--- src/rtl/llc_bus_queue_pkg.sv ---
// Shared LLC / bus-queue definitions: bus operation and snoop encodings, queue FSM states.
package llc_bus_queue_pkg;

  localparam int ADDR_BITS        = 32;
  localparam int BYTE_OFFSET_BITS = 6;

  typedef enum logic [2:0] {
    READ       = 3'd1,
    WRITE      = 3'd2,
    INVALIDATE = 3'd3,
    RWIM       = 3'd4
  } bus_op_t;

  typedef enum logic [1:0] {
    HIT   = 2'd0,
    HITM  = 2'd1,
    NOHIT = 2'd2
  } snp_rslt_t;

  typedef enum logic [1:0] {
    ST_IDLE,
    ST_ISSUE,
    ST_BACKOFF,
    ST_RESPOND
  } bq_state_t;

  // The reserved snoop encoding collapses to NOHIT.
  function automatic snp_rslt_t snoop_sanitize(input snp_rslt_t s);
    snp_rslt_t r;
    case (s)
      HIT:     r = HIT;
      HITM:    r = HITM;
      default: r = NOHIT;
    endcase
    return r;
  endfunction

  function automatic logic op_retryable(input bus_op_t op);
    return (op == READ) || (op == RWIM);
  endfunction

endpackage

--- src/rtl/llc_bus_fifo.sv ---
// Synchronous FIFO for queued bus operations; head entry visible combinationally.
module llc_bus_fifo #(
  parameter int WIDTH = 35,
  parameter int DEPTH = 4
) (
  input  logic             clk,
  input  logic             rst,
  input  logic             push,
  input  logic [WIDTH-1:0] push_data,
  input  logic             pop,
  output logic [WIDTH-1:0] pop_data,
  output logic             full,
  output logic             empty
);

  localparam int PW = $clog2(DEPTH);

  logic [WIDTH-1:0] mem [DEPTH];
  logic [PW-1:0]    wr_ptr;
  logic [PW-1:0]    rd_ptr;
  logic [PW:0]      count;
  logic             do_push;
  logic             do_pop;

  assign full     = (count == (PW+1)'(DEPTH));
  assign empty    = (count == '0);
  assign do_push  = push && !full;
  assign do_pop   = pop && !empty;
  assign pop_data = mem[rd_ptr];

  // Pointers wrap naturally because DEPTH is a power of two.
  always_ff @(posedge clk) begin
    if (rst) begin
      wr_ptr <= '0;
      rd_ptr <= '0;
      count  <= '0;
    end else begin
      if (do_push) wr_ptr <= wr_ptr + PW'(1);
      if (do_pop)  rd_ptr <= rd_ptr + PW'(1);
      case ({do_push, do_pop})
        2'b10:   count <= count + (PW+1)'(1);
        2'b01:   count <= count - (PW+1)'(1);
        default: count <= count;
      endcase
    end
  end

  always_ff @(posedge clk) begin
    if (do_push) mem[wr_ptr] <= push_data;
  end

endmodule

--- src/rtl/llc_bus_queue.sv ---
// In-order bus request queue below the LLC: issues one op at a time, retries HITM reads.
//
// state      | meaning
// IDLE       | waiting for a queued operation
// ISSUE      | head op driven on the bus until bus_ack
// BACKOFF    | bus released after a HITM snoop, counting down to re-issue
// RESPOND    | one-cycle completion pulse, head popped
module llc_bus_queue #(
  parameter int ADDR_BITS      = llc_bus_queue_pkg::ADDR_BITS,
  parameter int DEPTH          = 4,
  parameter int RETRY_MAX      = 3,
  parameter int BACKOFF_CYCLES = 4
) (
  input  logic                         clk,
  input  logic                         rst,
  input  logic                         req_valid,
  output logic                         req_ready,
  input  llc_bus_queue_pkg::bus_op_t   req_op,
  input  logic [ADDR_BITS-1:0]         req_addr,
  output logic                         bus_valid,
  output llc_bus_queue_pkg::bus_op_t   bus_op,
  output logic [ADDR_BITS-1:0]         bus_addr,
  input  logic                         bus_ack,
  input  llc_bus_queue_pkg::snp_rslt_t bus_snoop,
  output logic                         rsp_valid,
  output llc_bus_queue_pkg::bus_op_t   rsp_op,
  output logic [ADDR_BITS-1:0]         rsp_addr,
  output llc_bus_queue_pkg::snp_rslt_t rsp_snoop,
  output logic [31:0]                  bus_ops
);

  import llc_bus_queue_pkg::*;

  localparam int FW  = 3 + ADDR_BITS;
  localparam int RCW = $clog2(RETRY_MAX + 1);
  localparam int BCW = $clog2(BACKOFF_CYCLES + 1);

  bq_state_t            state_q, state_d;
  logic [RCW-1:0]       retry_q, retry_d;
  logic [BCW-1:0]       boff_q, boff_d;
  snp_rslt_t            snoop_q, snoop_d;
  snp_rslt_t            snoop_in;
  logic [FW-1:0]        head_data;
  bus_op_t              head_op;
  logic [ADDR_BITS-1:0] head_addr;
  logic                 fifo_full;
  logic                 fifo_empty;
  logic                 pop;

  assign req_ready = !fifo_full;
  assign head_op   = bus_op_t'(head_data[FW-1 -: 3]);
  assign head_addr = head_data[ADDR_BITS-1:0];
  assign snoop_in  = snoop_sanitize(bus_snoop);

  llc_bus_fifo #(
    .WIDTH (FW),
    .DEPTH (DEPTH)
  ) u_fifo (
    .clk       (clk),
    .rst       (rst),
    .push      (req_valid),
    .push_data ({req_op, req_addr}),
    .pop       (pop),
    .pop_data  (head_data),
    .full      (fifo_full),
    .empty     (fifo_empty)
  );

  always_ff @(posedge clk) begin
    if (rst) begin
      state_q <= ST_IDLE;
      retry_q <= '0;
      boff_q  <= '0;
      snoop_q <= HIT;
      bus_ops <= '0;
    end else begin
      state_q <= state_d;
      retry_q <= retry_d;
      boff_q  <= boff_d;
      snoop_q <= snoop_d;
      if (state_q == ST_ISSUE && bus_ack) bus_ops <= bus_ops + 32'd1;
    end
  end

  always_comb begin
    state_d   = state_q;
    retry_d   = retry_q;
    boff_d    = boff_q;
    snoop_d   = snoop_q;
    pop       = 1'b0;
    bus_valid = 1'b0;
    bus_op    = bus_op_t'(3'd0);
    bus_addr  = '0;
    rsp_valid = 1'b0;
    rsp_op    = bus_op_t'(3'd0);
    rsp_addr  = '0;
    rsp_snoop = HIT;
    case (state_q)
      ST_IDLE: begin
        if (!fifo_empty) state_d = ST_ISSUE;
      end
      ST_ISSUE: begin
        bus_valid = 1'b1;
        bus_op    = head_op;
        bus_addr  = head_addr;
        if (bus_ack) begin
          snoop_d = snoop_in;
          if (op_retryable(head_op) && snoop_in == HITM && retry_q < RCW'(RETRY_MAX)) begin
            state_d = ST_BACKOFF;
            retry_d = retry_q + RCW'(1);
            boff_d  = BCW'(BACKOFF_CYCLES - 1);
          end else begin
            state_d = ST_RESPOND;
          end
        end
      end
      ST_BACKOFF: begin
        if (boff_q == '0) state_d = ST_ISSUE;
        else              boff_d  = boff_q - BCW'(1);
      end
      ST_RESPOND: begin
        rsp_valid = 1'b1;
        rsp_op    = head_op;
        rsp_addr  = head_addr;
        rsp_snoop = snoop_q;
        pop       = 1'b1;
        retry_d   = '0;
        state_d   = ST_IDLE;
      end
      default: state_d = ST_IDLE;
    endcase
  end

endmodule

--- config.mk ---
export PLATFORM = sky130hd
export DESIGN_NAME = llc_bus_queue
export DESIGN_NICKNAME = d
export VERILOG_FILES = /design/src/rtl/llc_bus_queue_pkg.sv /design/src/rtl/llc_bus_fifo.sv /design/src/rtl/llc_bus_queue.sv
export SDC_FILE = /design/constraint.sdc
export NUM_CORES = 1
export LEC_CHECK = 0
export CORE_MARGIN = 2
export CORE_UTILIZATION = 48
export DETAILED_ROUTE_END_ITERATION = 8
export DONT_BUFFER_PORTS = 1
export SLEW_MARGIN = 0
export SYNTH_ARGS = -nofsm -noshare
export SYNTH_HDL_FRONTEND = slang
export SYNTH_HIERARCHICAL = 1
export SYNTH_SLANG_ARGS = --single-unit
--- constraint.sdc ---
create_clock -name clk -period 2.7 [get_ports clk]
set_input_delay 0.54 -clock clk [delete_from_list [all_inputs] [get_ports clk]]
set_output_delay 0.54 -clock clk [all_outputs]
set_load 0.005 [all_outputs]
==> run metrics <==
Port Buffers=0; Setup CP Type=reg -> out; first-pass GRT wire length=25.9 mm; Critical Path AT=2.03 ns; Clk pwr share=0.416; period utilization=0.951; Root Driver=clkbuf_16; Max Buffers Root-to-Sink=2; #FFs+latches synth=190; internal power=4.93 mW; largest family of logic cells by synthesized area=simple AND/OR/NAND/NOR gates; Overflow after GRT=0; leakage=3.05 nW; clock slew seen by the registers of the worst setup and hold paths=0.07 ns; dpl hpwl=10.9 mm; initial antenna violation count=0; Sw Share=0.213; final setup TNS=0 ns; CTS tree=done; status=finished, final reports clean; crit path cell chain=buf_4 > mux4_1 > and3_1; final instance area=8920 sq um; syn_nets=606; DIE AREA=17900 sq um; Post-Synth Adder-Cell Area=0.0164; min-delay worst type=in -> reg; routability congestion estimate=0.753; Initial Util=0.491; largest stage delay on the critical path=0.65 ns; vias in the first global route=4608; worst path buffer plus inverter count=1; Clock Skews=0.00685 ns; maximum VDD drop=474 uV; Worst-Skew Late Latency=0.43 ns; number of max-cap violations=0; fin crit period=2.57 ns; Layout Area Growth over Synthesis=10.0%; combinational fraction of design power=0.060; via-per-instance ratio=5.91; DP Area=8310 sq um; multiplexer share of the synthesized area=0.105; Seq/Total Area, Yosys=0.642; DR pass1 iterations=4; pwr dens=702 nW/um^2; switching power=1.33 mW; Startpoint Class=register; Hold-fix buffers, CTS=0; die extent in x=134 um; row count=47; Fmax achieved=389 MHz; Final Hold Viols=0; die height=134 um; Slew HR=0.649; part of the power in registers=0.525; diode count=0; share of cells above drive strength 1=0.155; Largest delay share family, worst path=multiplexers; TritonCTS Buffers=17; RSZ-0062 raised after global routing=no; H-tree depth=4; CTS sink cnt=190; Simple-Gate Fraction of Synth Area=0.145; Mapped Avg Cell Area=14.6 sq um; Post-DRT Antenna Nets=0; Yosys warning total=6; Post-Syn Area=8110 sq um; total via count in the routed design=4648; NumNets Final=606; DRT iter0 DRCs=306; gr usage total=0.192; Slew Viols, Final=0; Finish-stage setup viols=0; IO Pins=148; Distinct cells, synth=47; Util after Layout=0.540; Tightest Pin Transition=0.527 ns; Post-CTS Resized=0; Worst EP required=2.16 ns; largest net degree at the start of global routing=53; XOR/XNOR Fraction of Synth Area=0.0162; critical path's slowest cell=mux4_1; Setup Fix Bufs, Post-CTS=0; hold_ws=0.182 ns; core area=16500 sq um; cell count after synthesis=555; final WL=16.6 mm; DRC viols=0; compound-gate portion of the synthesized area=0.0421; crit-path max FO=15; R2R setup slack=0.31 ns; average wire per standard cell=21.0 um; CP endpoint kind=primary output
power groups by stage:
stage / Clock [mW] / Sequential, mW / Combinational [mW]
finish: 2.60 / 3.29 / 0.373
detailed placement: 0 / 3.35 / 0.377
global route: 2.77 / 3.29 / 0.415
global placement: 0 / 3.34 / 0.369
floorplan: 0 / 3.33 / 0.275
CTS: 2.65 / 3.29 / 0.380
flip-flops by register name, indices dropped and copies added, names as in the netlist, named ones only:
register / flops
bus_ops: 32
u_fifo/mem: 140
u_fifo/count: 3
u_fifo/rd_ptr: 2
boff_q: 3
u_fifo/wr_ptr: 2
state_q: 2
retry_q: 2
snoop_q: 2
routing by layer:
layer | wire (um) | part of all wire | vias to the layer above | global-route usage
met5 | 0 | 0 | - | 0
met4 | 265 | 0.016 | 0 | 0.0703
met3 | 1340 | 0.081 | 20 | 0.0703
met2 | 8030 | 0.49 | 146 | 0.313
met1 | 6920 | 0.42 | 2354 | 0.235
li1 | - | - | 2128 | -
worst register-to-register path, delay by kind of cell, from the launching register on:
| family | cells | cell delay, ns |
|---|---|---|
| xor+xnor | 1 | 0.16 |
| simple gates | 2 | 0.64 |
| compound gates | 2 | 0.27 |
| fa+ha+maj | 2 | 0.55 |
| buf+inv | 2 | 0.13 |
| flops | 1 | 0.59 |
cells by family after synthesis:
logic type,count (synthesis)
AO/OA/AOI/OAI,59
XOR/XNOR,15
adder cells (fa/ha/maj),10
buffers and inverters,50
flip-flops,190
multiplexers,39
AND/OR/NAND/NOR,192
final cells by class:
| cell class | instances | area, sq um |
|---|---|---|
| Fill cell | 1330 | 7600 |
| Sequential cell | 190 | 5210 |
| Multi-Input combinational cell | 315 | 2640 |
| Clock buffer | 17 | 425 |
| Tap cell | 220 | 275 |
| Clock inverter | 14 | 188 |
| Timing Repair Buffer | 16 | 133 |
| Inverter | 15 | 56.3 |
placed cells by master (no fill, tap or decap), types with 5 or more instances in the layout:
master     instances
edfxtp_1         140
dfxtp_1           48
and3_1            42
and2_1            38
a21oi_1           31
mux4_2            30
nor2_1            23
clkbuf_16         17
nand2_1           16
inv_1             15
xor2_1            15
buf_4             15
o31ai_1           13
or4_1             13
nand4_1           12
o21ai_0           11
or3_1              9
ha_1               9
nand3_1            8
nand2b_1           5
mux4_1             5
Yosys cell counts (all sizes together):
master / number / area (sq um)
o21a: 1 / 7.51
or3: 9 / 56.3
nor3: 2 / 15.0
nor4b: 1 / 8.76
nor4: 2 / 12.5
dfxtp: 50 / 1000
nand4b: 1 / 8.76
and4b: 1 / 10.0
nand2b: 5 / 31.3
o31ai: 14 / 110
nand2: 16 / 60.1
and4: 5 / 46.3
nand4: 15 / 121
fa: 1 / 20.0
a21oi: 31 / 155
mux2i: 2 / 20.0
xor2: 15 / 131
nor3b: 2 / 20.0
and2: 42 / 263
a211oi: 1 / 7.51
inv: 15 / 56.3
mux4: 35 / 807
clkbuf: 20 / 76.3
or4: 13 / 97.6
mux2: 2 / 22.5
and3: 42 / 263
ha: 9 / 113
nor2b: 4 / 25.0
edfxtp: 140 / 4200
nand3: 9 / 50.1
o21ai: 11 / 55.1
nor2: 23 / 86.3
buf: 15 / 140
a31oi: 1 / 6.26
path summary, 6_finish.rpt:
path / from / cells past startpoint / end
max: register / 3 / rsp_addr[30]
min: rst / 1 / bus_ops[29]
max reg2reg: state_q[0] / 9 / u_fifo/count[2]
min reg2reg: snoop_q[0] / 2 / snoop_q[0]
through the flow:
stage | setup slack, ns | instances | total power [mW]
after floorplan | 0.320 | 555 | 3.61
after global routing | 0.0147 | 787 | 6.48
after CTS | 0.0868 | 787 | 6.31
after global placement | 0.425 | 756 | 3.71
after detailed placement | 0.340 | 756 | 3.73
final | 0.132 | 787 | 6.26
No activity file was read; power rests on OpenSTA's default activity.
